`src/rtl/pic_8259_pkg.sv`:
```
// Shared types and bit positions for the 8259A control-word sequencer.
// Holds the sequencer states, the OCW2 command codes and the ICW/OCW field indices.
package pic_8259_pkg;

    typedef enum logic [1:0] {
        CMD_READY = 2'd0,
        WAIT_ICW2 = 2'd1,
        WAIT_ICW3 = 2'd2,
        WAIT_ICW4 = 2'd3
    } pic_state_t;

    // OCW2 D7:D5 = R, SL, EOI
    localparam logic [2:0] OCW2_ROT_AEOI_CLR = 3'b000;
    localparam logic [2:0] OCW2_NS_EOI       = 3'b001;
    localparam logic [2:0] OCW2_NOP          = 3'b010;
    localparam logic [2:0] OCW2_SPEC_EOI     = 3'b011;
    localparam logic [2:0] OCW2_ROT_AEOI_SET = 3'b100;
    localparam logic [2:0] OCW2_ROT_NS_EOI   = 3'b101;
    localparam logic [2:0] OCW2_SET_PRI      = 3'b110;
    localparam logic [2:0] OCW2_ROT_SPEC_EOI = 3'b111;

    localparam int ICW1_IC4  = 0;
    localparam int ICW1_SNGL = 1;
    localparam int ICW1_LTIM = 3;

    localparam int ICW4_UPM  = 0;
    localparam int ICW4_AEOI = 1;
    localparam int ICW4_MS   = 2;
    localparam int ICW4_BUF  = 3;
    localparam int ICW4_SFNM = 4;

    localparam int OCW3_RIS  = 0;
    localparam int OCW3_RR   = 1;
    localparam int OCW3_P    = 2;
    localparam int OCW3_SMM  = 5;
    localparam int OCW3_ESMM = 6;

endpackage

```
`src/rtl/pic_ocw2_decoder.sv`:
```
// Combinational OCW2 decode: command code and level to EOI/rotate actions.
// The sequencer registers these, so nothing here is stateful.
module pic_ocw2_decoder
    import pic_8259_pkg::*;
(
    input  logic [2:0] command,
    input  logic [2:0] level,
    output logic       eoi_nonspecific,
    output logic [7:0] eoi_specific,
    output logic       rotate_nonspecific,
    output logic       rotate_aeoi_set,
    output logic       rotate_aeoi_clear,
    output logic       load_lowest
);

    always_comb begin
        eoi_nonspecific    = 1'b0;
        eoi_specific       = 8'h00;
        rotate_nonspecific = 1'b0;
        rotate_aeoi_set    = 1'b0;
        rotate_aeoi_clear  = 1'b0;
        load_lowest        = 1'b0;
        case (command)
            OCW2_ROT_AEOI_CLR: rotate_aeoi_clear = 1'b1;
            OCW2_NS_EOI:       eoi_nonspecific = 1'b1;
            OCW2_NOP:          ;
            OCW2_SPEC_EOI:     eoi_specific = 8'h01 << level;
            OCW2_ROT_AEOI_SET: rotate_aeoi_set = 1'b1;
            OCW2_ROT_NS_EOI: begin
                eoi_nonspecific    = 1'b1;
                rotate_nonspecific = 1'b1;
            end
            OCW2_SET_PRI:      load_lowest = 1'b1;
            OCW2_ROT_SPEC_EOI: begin
                eoi_specific = 8'h01 << level;
                load_lowest  = 1'b1;
            end
            default: ;
        endcase
    end

endmodule

```
`src/rtl/pic_control_word_sequencer.sv`:
```
// 8259A control-word sequencer: walks ICW1..ICW4, holds configuration and IMR,
// and turns OCW2/OCW3 writes into one-cycle command pulses. Updates on the falling edge.
module pic_control_word_sequencer
    import pic_8259_pkg::*;
#(
    parameter logic [7:0] IMR_RESET_VALUE  = 8'hFF,
    parameter logic [2:0] LOWEST_PRI_RESET = 3'd7
) (
    input  logic       clock,
    input  logic       reset,
    input  logic       icw1_strobe,
    input  logic       a0_write_strobe,
    input  logic       ocw2_strobe,
    input  logic       ocw3_strobe,
    input  logic [7:0] data_in,
    output logic       init_in_progress,
    output logic       initialized,
    output logic       level_triggered,
    output logic       single_mode,
    output logic [4:0] vector_base,
    output logic [7:0] cascade_config,
    output logic       mode_8086,
    output logic       auto_eoi,
    output logic       buffered_master,
    output logic       buffered_mode,
    output logic       special_fully_nested,
    output logic [7:0] interrupt_mask,
    output logic       rotate_on_aeoi,
    output logic [2:0] lowest_priority_level,
    output logic       special_mask_mode,
    output logic       read_isr_select,
    output logic       eoi_nonspecific,
    output logic [7:0] eoi_specific,
    output logic       rotate_nonspecific,
    output logic       poll_command
);

    pic_state_t state, next_state;
    logic       icw4_needed;
    logic       ocw2_accept, ocw3_accept, entering_ready;

    logic       dec_eoi_nonspecific, dec_rotate_nonspecific;
    logic [7:0] dec_eoi_specific;
    logic       dec_rotate_aeoi_set, dec_rotate_aeoi_clear, dec_load_lowest;

    pic_ocw2_decoder u_ocw2_decoder (
        .command            (data_in[7:5]),
        .level              (data_in[2:0]),
        .eoi_nonspecific    (dec_eoi_nonspecific),
        .eoi_specific       (dec_eoi_specific),
        .rotate_nonspecific (dec_rotate_nonspecific),
        .rotate_aeoi_set    (dec_rotate_aeoi_set),
        .rotate_aeoi_clear  (dec_rotate_aeoi_clear),
        .load_lowest        (dec_load_lowest)
    );

    always_ff @(negedge clock or posedge reset) begin
        if (reset) state <= CMD_READY;
        else       state <= next_state;
    end

    // ICW1 restarts the sequence from any state; SNGL/IC4 come from the latched ICW1.
    always_comb begin
        next_state = state;
        if (icw1_strobe) begin
            next_state = WAIT_ICW2;
        end else if (a0_write_strobe) begin
            case (state)
                WAIT_ICW2: begin
                    if (!single_mode)     next_state = WAIT_ICW3;
                    else if (icw4_needed) next_state = WAIT_ICW4;
                    else                  next_state = CMD_READY;
                end
                WAIT_ICW3: next_state = icw4_needed ? WAIT_ICW4 : CMD_READY;
                WAIT_ICW4: next_state = CMD_READY;
                default:   next_state = CMD_READY;
            endcase
        end
    end

    always_comb begin
        init_in_progress = (state != CMD_READY);
        entering_ready   = (state != CMD_READY) && (next_state == CMD_READY);
        ocw2_accept      = ocw2_strobe && !icw1_strobe && (state == CMD_READY);
        ocw3_accept      = ocw3_strobe && !icw1_strobe && (state == CMD_READY);
    end

    always_ff @(negedge clock or posedge reset) begin
        if (reset) begin
            initialized           <= 1'b0;
            level_triggered       <= 1'b0;
            single_mode           <= 1'b0;
            icw4_needed           <= 1'b0;
            vector_base           <= 5'd0;
            cascade_config        <= 8'h00;
            mode_8086             <= 1'b0;
            auto_eoi              <= 1'b0;
            buffered_master       <= 1'b0;
            buffered_mode         <= 1'b0;
            special_fully_nested  <= 1'b0;
            interrupt_mask        <= IMR_RESET_VALUE;
            rotate_on_aeoi        <= 1'b0;
            lowest_priority_level <= LOWEST_PRI_RESET;
            special_mask_mode     <= 1'b0;
            read_isr_select       <= 1'b0;
            eoi_nonspecific       <= 1'b0;
            eoi_specific          <= 8'h00;
            rotate_nonspecific    <= 1'b0;
            poll_command          <= 1'b0;
        end else begin
            initialized        <= initialized | entering_ready;
            eoi_nonspecific    <= ocw2_accept & dec_eoi_nonspecific;
            eoi_specific       <= ocw2_accept ? dec_eoi_specific : 8'h00;
            rotate_nonspecific <= ocw2_accept & dec_rotate_nonspecific;
            poll_command       <= ocw3_accept & data_in[OCW3_P];

            if (icw1_strobe) begin
                level_triggered       <= data_in[ICW1_LTIM];
                single_mode           <= data_in[ICW1_SNGL];
                icw4_needed           <= data_in[ICW1_IC4];
                interrupt_mask        <= 8'h00;
                special_mask_mode     <= 1'b0;
                read_isr_select       <= 1'b0;
                lowest_priority_level <= LOWEST_PRI_RESET;
                rotate_on_aeoi        <= 1'b0;
                if (!data_in[ICW1_IC4]) begin
                    mode_8086            <= 1'b0;
                    auto_eoi             <= 1'b0;
                    buffered_master      <= 1'b0;
                    buffered_mode        <= 1'b0;
                    special_fully_nested <= 1'b0;
                end
            end else begin
                if (a0_write_strobe) begin
                    case (state)
                        WAIT_ICW2: vector_base    <= data_in[7:3];
                        WAIT_ICW3: cascade_config <= data_in;
                        WAIT_ICW4: begin
                            mode_8086            <= data_in[ICW4_UPM];
                            auto_eoi             <= data_in[ICW4_AEOI];
                            buffered_master      <= data_in[ICW4_MS];
                            buffered_mode        <= data_in[ICW4_BUF];
                            special_fully_nested <= data_in[ICW4_SFNM];
                        end
                        default:   interrupt_mask <= data_in;
                    endcase
                end
                if (ocw2_accept) begin
                    if (dec_rotate_aeoi_set)   rotate_on_aeoi <= 1'b1;
                    if (dec_rotate_aeoi_clear) rotate_on_aeoi <= 1'b0;
                    if (dec_load_lowest)       lowest_priority_level <= data_in[2:0];
                end
                if (ocw3_accept) begin
                    if (data_in[OCW3_ESMM]) special_mask_mode <= data_in[OCW3_SMM];
                    if (data_in[OCW3_RR])   read_isr_select   <= data_in[OCW3_RIS];
                end
            end
        end
    end

endmodule

```
`config.mk`:
```
export PLATFORM = sky130hd
export DESIGN_NAME = pic_control_word_sequencer
export DESIGN_NICKNAME = d
export VERILOG_FILES = /design/src/rtl/pic_8259_pkg.sv /design/src/rtl/pic_ocw2_decoder.sv /design/src/rtl/pic_control_word_sequencer.sv
export SDC_FILE = /design/constraint.sdc
export NUM_CORES = 1
export LEC_CHECK = 0
export CORE_ASPECT_RATIO = 1.1
export CORE_MARGIN = 8
export CORE_UTILIZATION = 35
export DETAILED_ROUTE_END_ITERATION = 8
export PLACE_DENSITY = 0.75
export SYNTH_ARGS = -nofsm -noshare
export SYNTH_HDL_FRONTEND = slang
export SYNTH_SLANG_ARGS = --single-unit
```
`constraint.sdc`:
```
create_clock -name clock -period 1.27 [get_ports clock]
set_input_delay 0.254 -clock clock [delete_from_list [all_inputs] [get_ports clock]]
set_output_delay 0.254 -clock clock [all_outputs]
set_load 0.005 [all_outputs]
```
# Word level (Yosys, flattened, before mapping)
# Index checks and enable logic that the tools add are counted.
# classes
muxes	44
shift	1
bitwise	5
n_eq_ne	11
reduce_logical	30
# op_table
operator	count
$mux W8	5
$mux W1	31
$reduce_bool A2 Y1	8
$eq A3 B3 Y1 const B	4
$reduce_and A2 Y1	5
$mux W3	3
$reduce_and A3 Y1	3
$mux W2	4
$shl A1 B3 Y8 const A	1
$reduce_or A2 Y1	3
$logic_and A1 B1 Y1	5
$eq A2 B2 Y1 const B	2
$logic_not A2 Y1	2
$pmux W2 S2	1
$and A1 B1 Y1	3
$eq A3 B1 Y1 const B	1
$eq A3 B2 Y1 const B	1
$logic_not A3 Y1	1
$reduce_bool A3 Y1	1
$reduce_or A3 Y1	1
$eq A2 B1 Y1 const B	1
$ne A2 B1 Y1 const B	1
$ne A2 B2 Y1 const B	1
$logic_not A1 Y1	1
2 further kinds	2
# totals
out_inout_bits	47
ff_bits	49

# Depth between registers and ports, before layout
# logic_depth
depth_word	8
ltp_mapped	6
depth_no_buf	5

# Modules after synthesis
# A second synthesis with hierarchy kept.
# unflattened
hier_cells	180
hier_area_um2	2084.5
# by_module_without_submodules
module	area_each_um2	cells_each	instances	seq_area_each_um2
pic_control_word_sequencer	1981.9	161	1	1239.9
pic_ocw2_decoder	102.6	19	1	0.0

==> impl_metrics.tcl <==
set metrics [dict create \
    synth_ff_type "sky130_fd_sc_hd__dfrtn_1" \
    die_width_microns 90.9 \
    effective_utilization_at_floorplan 0.355 \
    grt_max_degree 24 \
    worst-endpoint-required_ns 1.02 \
    timing.hold.worst_path_depth 1 \
    warnings_synthesis 0 \
    cts_tree "yes" \
    cap_violations 0 \
    post-route-drc-count 0 \
    crit_chain "inv_2 > ha_4 > inv_4 > buf_6" \
    max_slew_margin 0.752 \
    cts-htree-levels 2 \
    mappedNetlistNets 198 \
    fp-row-count 30 \
    layout_commonest_cell "sky130_fd_sc_hd__buf_4" \
    drtAntennaViolNets 0 \
    num_io_pins 61 \
    fraction_of_layout_cells_with_a_size_suffix_above_1 0.672 \
    synthDistinctLibCells 33 \
    clockBufferDepth 2 \
    final_cells 403 \
    grt_pass1_vias 2021 \
    drt_first_pass_iters 3 \
    netlist_area_sq_mm 0.00216 \
    globalRouteOverflowTotal 0 \
    layout.core_utilization 0.605 \
    insertion_delay_ns 0.36 \
    wl_microns 6460 \
    via_per_inst 4.68 \
    worst_pin_slew_ns 0.369 \
    place.detailed.instances 361 \
    path_max_fanout 2 \
    critical_path.max_stage_delay_ns 0.44 \
    place.gp.congestion 0.898 \
    avgSynthCellArea_sq_um 12.1 \
    num-fill-cells 507 \
    violations "negative setup slack" \
    fin_worst_hold_slack_ns 0.446 \
    rr_worst_depth 6 \
    timing.rr.end "rotate_nonspecific" \
    vdd.ir_drop.worst_v 0.000852 \
    synth_top_cells_by_area "sky130_fd_sc_hd__dfrtn_1 (44%), sky130_fd_sc_hd__dfstp_2 (13%), sky130_fd_sc_hd__mux2_4 (5.6%), sky130_fd_sc_hd__mux2i_1 (4.6%), sky130_fd_sc_hd__mux2_2 (4.2%)" \
    clkTransAtPathRegs_ns 0.06 \
    postSynthRegisterBits 49 \
    timing_hold_violations_final 0 \
    grt_first_pass_wirelength_microns 10400 \
    num_antenna_cells 0 \
    final-max-slew-violation-count 0 \
    outcome "finished with violations" \
    synth.top_cell.area_share 0.441 \
    preCtsSetupSlack_ns -1.11 \
    synthSimpleGateAreaFrac 0.150 \
    fp.coreArea_sq_mm 0.00608 \
    critPathArrivalTime_ns 1.75 \
    cts_root_buf "sky130_fd_sc_hd__clkbuf_8" \
    crit_path_start_kind "flop" \
    detail_route.iter0.violations 17 \
    port_buffers 60 \
    dp_hpwl_microns 4680 \
    fin_total_pwr_mw 4.10 \
    worstSetupPathType "flop to output port" \
    setup_viol 87 \
    yosys.area.top_type "sky130_fd_sc_hd__dfrtn_1" \
    setup_slack_ns -0.733 \
    num-nets-final 341 \
    grt.total_usage 0.143 \
    reg2reg_from "state[1]" \
    synthXorXnorAreaFrac 0 \
    proportion_of_register_bits_with_asynchronous_set_or_reset_after_synthesis 1.00 \
    synth-compound-area-share 0.0533 \
    via_count 1885 \
    regToRegSetupSlack_ns -0.23 \
    ys_seq_area_frac 0.574 \
    largest_family_of_logic_cells_by_synthesized_area "simple AND/OR/NAND/NOR gates" \
    hold_path.class "flop to flop" \
    worstHoldStart "vector_base[2]" \
    synthesized_instance_count 179 \
    holdPathEnd "vector_base[2]" \
    synthMuxAreaShare 0.144 \
    arithmetic_cell_share_of_the_synthesized_area_counting_full_adders_half_adders_and_majority_gates 0.0290 \
    cp_slowest_cell "sky130_fd_sc_hd__dfrtn_1" \
    numClockSinks 49 \
    antenna_found_initial 0 \
    clock_skew_ns 0.0651 \
    rsz0062_at_grt "true" \
    final_cell_mix "sky130_fd_sc_hd__buf_4 (60), sky130_fd_sc_hd__buf_2 (42), sky130_fd_sc_hd__dfrtn_1 (38)" \
    setup.worst_path.end_class "output port" \
    synth-edff-count 0 \
    cts_buffers 5 \
    relative_area_change_from_synthesis_to_final_layout_pct 70.4 \
    powerDensity_mw_per_mm2 1110 \
    die_height_microns 98.4 \
    power.leakage_nw 1.85 \
    floorplan.die_area_sq_mm 0.00894 \
    drt-wirelength-per-cell_microns 16.0 \
]
## cell type report
cell class	instances	area, sq um	share of cell area
clock buffer	5	68.8	0.0187
clock inverter	14	87.6	0.0238
inverter	10	43.8	0.0119
multi-input combinational	110	1070	0.292
sequential	49	1240	0.337
tap	80	100	0.0272
timing repair buffer	135	1060	0.289
## cell families after synthesis
logic type | after synthesis
mux | 26
simple gates | 59
fa+ha+maj | 5
compound gates | 20
flops | 49
buf+inv | 20
## sequential cells by signal, summed over array words and instances, names as in the netlist, 2 cells and up
signal and cells:
cascade_config 8, eoi_specific 8, interrupt_mask 8, vector_base 5, lowest_priority_level 3, state 2
## through the flow
stage | cell area (sq um) | TNS [ns]
6_report | 3680 | -29.53
5_1_grt | 3680 | -31.99
4_1_cts | 3560 | -30.62
3_5_place_dp | 3260 | -80.93
3_3_place_gp | 3260 | -79.56
2_1_floorplan | 2250 | -16.90
## synthesized netlist by cell type, types with 3 or more instances
| library cell | n |
|---|---|
| sky130_fd_sc_hd__ha_1 | 5 |
| sky130_fd_sc_hd__mux2i_1 | 10 |
| sky130_fd_sc_hd__nand2_1 | 15 |
| sky130_fd_sc_hd__clkbuf_1 | 4 |
| sky130_fd_sc_hd__nor2_1 | 13 |
| sky130_fd_sc_hd__mux2_2 | 8 |
| sky130_fd_sc_hd__dfrtn_1 | 38 |
| sky130_fd_sc_hd__nand3_1 | 17 |
| sky130_fd_sc_hd__o21ai_0 | 6 |
| sky130_fd_sc_hd__dfstp_2 | 11 |
| sky130_fd_sc_hd__mux2_4 | 8 |
| sky130_fd_sc_hd__nor3_1 | 3 |
| sky130_fd_sc_hd__inv_1 | 11 |
| sky130_fd_sc_hd__a21oi_1 | 9 |
## worst max path at each step
stage | start | to | slack [ns]
floorplan | a0_write_strobe | cascade_config[0] | -0.45
global placement | icw1_strobe | lowest_priority_level[0] | -1.04
detailed placement | icw1_strobe | lowest_priority_level[2] | -1.11
CTS | state[0] | init_in_progress | -0.73
global route | state[1] | init_in_progress | -0.76
finish | state[1] | init_in_progress | -0.73
## worst max-delay path, delay by kind of cell (launching register included)
family,cells,cell delay [ns]
flops,1,0.44
fa+ha+maj,1,0.17
buf+inv,3,0.20
## per-layer routing
metal,share of wire,up-vias,GRT usage,routed length [microns]
met3,0.064,7,0.0499,414
met1,0.42,940,0.166,2700
met4,0.0091,0,0.0340,59
li1,-,892,-,-
met2,0.51,46,0.245,3280
met5,0,-,0,0
## report_power, final
| group | internal (mW) | leakage [nW] | switching, mW |
|---|---|---|---|
| registers | 1.73 | 0.612 | 0.0766 |
| clock network | 0.639 | 0.113 | 0.625 |
| logic | 0.607 | 1.12 | 0.425 |
| total | 2.97 | 1.85 | 1.13 |
## what timing repair did
action,CTS,global route
endpoints found under the hold margin,0,0
gates resized for setup,297,23
hold buffers,0,0
setup endpoints to repair,96,92
setup buffers,17,14
pin swaps,17,18
(Power assumes the default switching activity.)
